<file path="config.mk">
export PLATFORM = sky130hd
export DESIGN_NAME = sram_arbiter
export DESIGN_NICKNAME = d
export VERILOG_FILES = /design/src/rtl/sram_arbiter.sv
export SDC_FILE = /design/constraint.sdc
export NUM_CORES = 1
export LEC_CHECK = 0
export CAP_MARGIN = 20
export CORE_ASPECT_RATIO = 0.7
export CORE_MARGIN = 2
export CORE_UTILIZATION = 21
export DETAILED_ROUTE_END_ITERATION = 7
export GPL_ROUTABILITY_DRIVEN = 0
export PLACE_DENSITY = 0.78
export SLEW_MARGIN = 20
export SYNTH_ARGS = -nofsm -noshare
export SYNTH_HDL_FRONTEND = slang
export SYNTH_SLANG_ARGS = --single-unit
</file>
<file path="constraint.sdc">
create_clock -name Clock -period 1.9 [get_ports Clock]
set_input_delay 0.38 -clock Clock [delete_from_list [all_inputs] [get_ports Clock]]
set_output_delay 0.38 -clock Clock [all_outputs]
set_load 0.01 [all_outputs]
</file>
<file path="src/rtl/sram_arbiter.sv">
// Arbiter for the shared external SRAM port: VGA has fixed priority, UART and M1 share
// round-robin, a starvation counter forces a UART/M1 grant, and read tags are pipelined.
module sram_arbiter #(
    parameter int READ_LATENCY = 2,
    parameter int MAX_WAIT     = 8
) (
    input  logic        Clock,
    input  logic        Resetn,
    input  logic        VGA_req,
    input  logic [17:0] VGA_address,
    output logic        VGA_gnt,
    output logic        VGA_read_valid,
    input  logic        UART_req,
    input  logic [17:0] UART_address,
    input  logic [15:0] UART_write_data,
    output logic        UART_gnt,
    input  logic        M1_req,
    input  logic        M1_we_n,
    input  logic [17:0] M1_address,
    input  logic [15:0] M1_write_data,
    output logic        M1_gnt,
    output logic        M1_read_valid,
    output logic [17:0] SRAM_address,
    output logic [15:0] SRAM_write_data,
    output logic        SRAM_we_n,
    input  logic [15:0] SRAM_read_data
);

    localparam int CW = $clog2(MAX_WAIT) + 1;

    logic [CW-1:0] starve_q, starve_d;
    logic          rr_q, rr_d;
    logic [1:0]    tag_q [READ_LATENCY];
    logic [1:0]    tag_d;
    logic          low_pend;
    logic          pick_m1;
    logic          forced;

    assign low_pend = UART_req | M1_req;
    // rr_q only matters when both low-priority requesters are pending.
    assign pick_m1  = M1_req & (~UART_req | rr_q);
    assign forced   = (starve_q == CW'(MAX_WAIT)) & low_pend;

    always_comb begin
        VGA_gnt  = 1'b0;
        UART_gnt = 1'b0;
        M1_gnt   = 1'b0;
        if (Resetn) begin
            if (forced || (!VGA_req && low_pend)) begin
                M1_gnt   = pick_m1;
                UART_gnt = ~pick_m1;
            end else if (VGA_req) begin
                VGA_gnt = 1'b1;
            end
        end
    end

    always_comb begin
        rr_d = rr_q;
        if (UART_req && M1_req && (UART_gnt || M1_gnt)) begin
            rr_d = UART_gnt;
        end
        starve_d = starve_q;
        if (UART_gnt || M1_gnt || !low_pend) begin
            starve_d = '0;
        end else if (starve_q != CW'(MAX_WAIT)) begin
            starve_d = starve_q + CW'(1);
        end
    end

    always_comb begin
        SRAM_address    = 18'd0;
        SRAM_write_data = 16'd0;
        SRAM_we_n       = 1'b1;
        if (VGA_gnt) begin
            SRAM_address = VGA_address;
        end else if (UART_gnt) begin
            SRAM_address    = UART_address;
            SRAM_write_data = UART_write_data;
            SRAM_we_n       = 1'b0;
        end else if (M1_gnt) begin
            SRAM_address    = M1_address;
            SRAM_write_data = M1_write_data;
            SRAM_we_n       = M1_we_n;
        end
    end

    assign tag_d = {VGA_gnt, M1_gnt & M1_we_n};

    always_ff @(posedge Clock or negedge Resetn) begin
        if (!Resetn) begin
            starve_q <= '0;
            rr_q     <= 1'b0;
        end else begin
            starve_q <= starve_d;
            rr_q     <= rr_d;
        end
    end

    // Tag shift register: stage READ_LATENCY-1 lines up with the SRAM data return.
    genvar gi;
    generate
        for (gi = 0; gi < READ_LATENCY; gi++) begin : g_tag
            if (gi == 0) begin : g_first
                always_ff @(posedge Clock or negedge Resetn) begin
                    if (!Resetn) tag_q[gi] <= 2'b00;
                    else         tag_q[gi] <= tag_d;
                end
            end else begin : g_rest
                always_ff @(posedge Clock or negedge Resetn) begin
                    if (!Resetn) tag_q[gi] <= 2'b00;
                    else         tag_q[gi] <= tag_q[gi-1];
                end
            end
        end
    endgenerate

    assign VGA_read_valid = tag_q[READ_LATENCY-1][1];
    assign M1_read_valid  = tag_q[READ_LATENCY-1][0];

endmodule

</file>
==> impl_metrics.yaml, run 1 <==
status:
  status: "complete, but fails checks"
  violations: "setup timing"
sta:
  rsz0062_at_grt: "true"
  skew_ps: 0.624
  worst_slew_pin_slew_ps: 295
  hold_viol_final: 0
  final.period_utilization_pct: 128
  fmax_ghz: 0.412
  fin_crit_ps: 2430
  slew_viol_final: 0
  setup_viol: 38
  whs_ps: 344
  setup_slack_ps: -529
  slew_headroom_pct: 80.3
clock_tree:
  ctsHoldBuffers: 0
  cts_tree: "built"
  cts.clk_slew.worst_paths_ps: 40
  cts_buffer_depth: 2
  cts_buffers: 3
  htreeDepth: 1
  insertion_delay_ps: 230
  clock_sinks: 9
  cts-root-buf: "clkbuf_8"
final_layout:
  multi_input_area_um2: 779
  stdcell_area_mm2: 0.00272
  final_common_cell: "clkdlybuf4s50_1"
  syn_to_final_growth_pct: 182
  final_cell_mix: "clkdlybuf4s50_1, nor2_1, buf_2, a22o_1, buf_4"
  final_nets: 393
  seqCellArea_um2: 225
  antennaDiodeCount: 0
  drive_gt1_share_pct: 36.9
  fill_cells: 397
  stdcell_count: 337
worst_setup_path:
  critPathMaxFanout: 7
  path_class: "register to output port"
  start_kind: "register"
  worstPathArrival_ps: 2050
  worst_setup_path_end_kind: "output port"
  crit_required_ps: 1520
power:
  swShare_pct: 31.8
  leakage_nw: 1.26
  p_seq_share_pct: 20.3
  peakVddDrop_mv: 0.350
  p_int_mw: 0.826
  combPwrFrac_pct: 61.7
  switchingPower_mw: 0.386
  power_density_mw_per_mm2: 445
  clock_power_share_pct: 18.0
detailed_routing:
  drt_iter0_drc: 19
  remaining_drc_errors: 0
  vias: 1561
  firstDrtPassIters: 4
  vias_per_cell: 4.63
  avgRoutedWirePerCell_um: 14.9
  routed_wl_mm: 5.02
  ant_nets: 0
floorplanning:
  rows: 20
  dieArea_mm2: 0.00517
  core_area_mm2: 0.00438
  die_h_um: 60.7
  io_pins: 148
  start_util_pct: 22.1
  die_width_um: 85.1
placed_design:
  placed_cells: 317
  place_area_mm2: 0.00247
  port_buffers: 131
  dp_hpwl_mm: 3.69
global_route:
  antenna_found_initial: 0
  grt_max_degree: 21
  grt.overflow.total: 0
  grt_pass1_vias: 1575
  grt_pass1_wl_mm: 7.23
  gr-usage-all-layers_pct: 17.4
logic_synthesis:
  synth-edff-count: 0
  syn_area_um2: 966
  synth-seq-cells: 9
  async_flop_share_pct: 100
  ys.flop_type: "dfrtp_1"
  synthMuxAreaShare_pct: 0
  synth_xor_area_share_pct: 3.63
  ys_seq_area_share_pct: 23.3
  syn_nets: 229
  synth_cell_types: 25
  avgSynthCellArea_um2: 8.12
  syn_inst: 119
  ys.warnings.count: 0
  synthAdderAreaFrac_pct: 2.59
  synth_top_family_by_area: "compound AO/OA/AOI/OAI gates"
  yosys.area.top_type: "dfrtp_1"
  yosys.area.top_type_share_pct: 23.3
  synthSimpleGateAreaFrac_pct: 22.4
  synth_top_cells_by_area: "dfrtp_1, nor2_1, a221oi_1"
  synth-compound-area-share_pct: 39.5
min_path:
  hp-class: "register to register"
run:
  maxCapViolCount: 0
==> worst max-delay path, stage by stage, from the launching register on <==
cell and delay [ps]:
dfrtp_1 410, inv_2 80, ha_4 130, nand3b_4 120, a2111oi_4 370, buf_6 160
buf_6 110, buf_8 120, a221oi_1 80, nor2_1 100, buf_2 140
==> state kept, by name, indices dropped and copies added (netlist names) <==
signal / count
M1_read_valid: 1
VGA_read_valid: 1
tag_q: 2
starve_q: 4
rr_q: 1
==> path summary, 6_finish.rpt <==
path | from | to | slack, ps | cells past startpoint
worst max-delay path | starve_q[0] | SRAM_address[4] | -530 | 10
worst min-delay path | tag_q[2] | M1_read_valid | 340 | 0
worst max register to register | starve_q[0] | starve_q[0] | 130 | 10
worst min register to register | tag_q[2] | M1_read_valid | 340 | 0
max in group asynchronous | Resetn | tag_q[3] | 1240 | 2
min in group asynchronous | Resetn | M1_read_valid | 540 | 2
==> power groups by stage <==
| stage | Clock (mW) | Combinational, mW | Sequential, mW |
|---|---|---|---|
| after floorplan | 0 | 0.254 | 0.246 |
| after global placement | 0 | 0.678 | 0.244 |
| after detailed placement | 0 | 0.689 | 0.245 |
| after CTS | 0.218 | 0.706 | 0.243 |
| after global routing | 0.233 | 0.807 | 0.248 |
| final | 0.218 | 0.748 | 0.245 |
==> metrics by stage <==
| step | setup TNS [ps] | total power [mW] | utilization [%] | setup slack, ps |
|---|---|---|---|---|
| global placement | -32540 | 0.922 | 56.4 | -924 |
| finish | -16570 | 1.21 | 62.2 | -529 |
| detailed placement | -32790 | 0.934 | 56.4 | -961 |
| global route | -20670 | 1.29 | 62.2 | -638 |
| floorplan | -7070 | 0.500 | - | -256 |
| CTS | -18530 | 1.17 | 60.6 | -575 |
==> repair_timing <==
item / 4_1_cts / 5_1_grt
pin swaps: 10 / 21
endpoints found under the hold margin: 0 / 0
endpoints found under the setup margin: 38 / 38
buffers inserted: 6 / 7
gates cloned: 3 / 2
resized for setup: 152 / 53
==> final cells by class <==
class                      count  share of cell area (%)
inverter                       5                   0.689
multi-input combinational     97                    28.6
clock buffer                   4                    1.65
timing repair buffer         167                    58.2
tap                           55                    2.53
sequential                     9                    8.27
==> logic make-up after synthesis <==
| group | after synthesis |
|---|---|
| XOR/XNOR | 4 |
| flip-flops | 9 |
| adder cells (fa/ha/maj) | 2 |
| AO/OA/AOI/OAI | 41 |
| AND/OR/NAND/NOR | 50 |
| buffers and inverters | 13 |
==> Yosys cell counts (2+ instances only) <==
cell / number
a21oi_1: 2
a221oi_1: 17
a22o_1: 16
buf_2: 3
buf_6: 4
dfrtp_1: 9
ha_1: 2
inv_1: 4
nand2_1: 2
nand3_1: 2
nor2_1: 42
xnor2_1: 2
xor2_1: 2
==> layer usage <==
layer | track usage (%) | up-vias | part of all wire (%)
met2 | 33.4 | 73 | 52
met5 | 0 | - | 0
li1 | - | 772 | -
met4 | 2.72 | 0 | 0.38
met3 | 3.67 | 2 | 8.0
met1 | 20.9 | 714 | 39
No activity file was read; power rests on OpenSTA's default activity.
==> run 2, diff against run 1 <==
--- a/config.mk
+++ b/config.mk
@@ -12,6 +12,7 @@
 export DETAILED_ROUTE_END_ITERATION = 7
 export GPL_ROUTABILITY_DRIVEN = 0
 export PLACE_DENSITY = 0.78
+export SKIP_LAST_GASP = 1
 export SLEW_MARGIN = 20
 export SYNTH_ARGS = -nofsm -noshare
 export SYNTH_HDL_FRONTEND = slang
==> run 2 against run 1 <==
The flow still finishes with violations (setup timing). Setup slack unchanged. Die area stayed put. Non-clock buffer count is the same. Critical path depth is the same. Largest cell class unchanged. Cell area down 0.23%. Clock skew is the same. Clock-buffer cell count did not move. Final cell count stayed put. Sequential power about the same. Largest power group unchanged. Fmax is the same. Global-route usage shrank 0.15 points. Combinational power hardly changed.
==> impl_metrics.yaml, run 2 (synthesized netlist as in run 1, its figures left out) <==
worst_setup_path:
  cp_top_family: "buffers and inverters"
  critical-path-slowest-cell: "dfrtp_1"
  cpPeakStageDelay_ps: 410
  r2r_slack_ps: 130
  start_kind: "register"
  crit_required_ps: 1520
  path_class: "register to output port"
  cp_num_buf_inv: 5
  critPathMaxFanout: 7
  worstPathArrival_ps: 2050
  worst_setup_path_end_kind: "output port"
  path_cells: "inv_2 > ha_4 > nand3b_4 > a2111oi_4 > buf_6 > buf_6 > buf_8 > a221oi_1 > nor2_1 > buf_2"
  worst_path_most_repeated_cell: "buf_6"
  r2r_cells: 10
  timing.rr.end: "starve_q[0]"
  rr_startpoint: "starve_q[0]"
floorplanning:
  rows: 20
  dieArea_mm2: 0.00517
  core_area_mm2: 0.00438
  io_pins: 148
  die_h_um: 60.7
  start_util_pct: 22.1
  die_width_um: 85.1
sta:
  final.period_utilization_pct: 128
  rsz0062_at_grt: "true"
  fmax_ghz: 0.412
  slew_viol_final: 0
  worst_slew_pin_slew_ps: 295
  skew_ps: 0.624
  setup_slack_ps: -529
  fin_crit_ps: 2430
  hold_viol_final: 0
  setup-tns-final_ps: -16620
  slew_headroom_pct: 80.3
  setup_viol: 38
status:
  violations: "setup timing"
  status: "complete, but fails checks"
final_layout:
  final_cell_mix: "clkdlybuf4s50_1, nor2_1, buf_2, a22o_1, buf_4"
  stdcell_area_mm2: 0.00272
  final_nets: 393
  fill_cells: 396
  drive_gt1_share_pct: 36.9
  antennaDiodeCount: 0
  final_common_cell: "clkdlybuf4s50_1"
  top_regs: "starve_q: 4 flops, tag_q: 2 flops"
  stdcell_count: 337
  largest_reg_flops: 4
  syn_to_final_growth_pct: 181
  regMostFlops: "starve_q"
detailed_routing:
  remaining_drc_errors: 0
  drt_iter0_drc: 19
  ant_nets: 0
  avgRoutedWirePerCell_um: 14.9
  routed_wl_mm: 5.01
  firstDrtPassIters: 4
  vias_per_cell: 4.63
  vias: 1561
power:
  leakage_nw: 1.25
  power_density_mw_per_mm2: 445
  peakVddDrop_mv: 0.350
clock_tree:
  cts_buffer_depth: 2
  cts_buffers: 3
  insertion_delay_ps: 230
  cts.clk_slew.worst_paths_ps: 40
  cts-root-buf: "clkbuf_8"
  cts_tree: "built"
  clock_sinks: 9
  ctsHoldBuffers: 0
  htreeDepth: 1
min_path:
  min_path_cells: 0
  hp-class: "register to register"
  min-delay-start: "tag_q[2]"
  holdPathEnd: "M1_read_valid"
global_route:
  grt_pass1_vias: 1577
  antenna_found_initial: 0
  grt_max_degree: 21
  grt_pass1_wl_mm: 7.20
  grt.overflow.total: 0
  gr-usage-all-layers_pct: 17.3
run:
  maxCapViolCount: 0
placed_design:
  pre_cts_slack_ps: -961
  dp_hpwl_mm: 3.69
  placed_cells: 317
  place_area_mm2: 0.00247
  port_buffers: 131
[run 2: cell count changes in the layout (fill, tap and decap cells not counted), sizes merged]
cell and change:
buf -3, clkbuf +3
[run 2: how the worst max path moves through the flow]
stage	start	end	slack, ps	cells past startpoint
2_1_floorplan	starve_q[0]	SRAM_address[15]	-260	7
3_3_place_gp	UART_req	SRAM_address[11]	-920	7
3_5_place_dp	UART_req	SRAM_address[4]	-960	7
4_1_cts	starve_q[0]	SRAM_address[10]	-580	11
5_1_grt	starve_q[0]	SRAM_address[11]	-640	10
6_report	starve_q[0]	SRAM_address[4]	-530	10
[run 2: what timing repair did]
| action | in CTS | in global routing |
|---|---|---|
| endpoints found under the setup margin | 38 | 38 |
| gates resized for setup | 151 | 50 |
| cloned | 3 | 2 |
| pin swaps | 10 | 21 |
| buffers inserted | 6 | 7 |
[run 2: where the power goes]
| part | total [mW] | switching [mW] | internal, mW |
|---|---|---|---|
| clock | 0.218 | 0.0723 | 0.146 |
| sequential | 0.245 | 0.0231 | 0.222 |
| combinational | 0.747 | 0.290 | 0.456 |
| total | 1.21 | 0.385 | 0.825 |
[run 2: area by class of cell]
class | instances | area [um2] | area share (%)
Multi-Input combinational cell | 97 | 779 | 28.7
Tap cell | 55 | 68.8 | 2.53
Clock buffer | 4 | 45.0 | 1.66
Sequential cell | 9 | 225 | 8.29
Inverter | 5 | 18.8 | 0.691
Timing Repair Buffer | 167 | 1580 | 58.1
[run 2: metal layers]
metal | global-route usage [%] | vias up | routed length (um)
met1 | 20.2 | 714 | 1970
li1 | - | 772 | -
met3 | 3.67 | 2 | 403
met4 | 2.72 | 0 | 19
met2 | 33.7 | 73 | 2620
met5 | 0 | - | 0
[run 2: stage by stage]
stage | hold slack [ps] | power [mW] | utilization, %
detailed placement | 337 | 0.934 | 56.4
global route | 366 | 1.29 | 62.1
global placement | 335 | 0.922 | 56.4
CTS | 346 | 1.17 | 60.5
floorplan | 84.4 | 0.500 | -
finish | 344 | 1.21 | 62.1
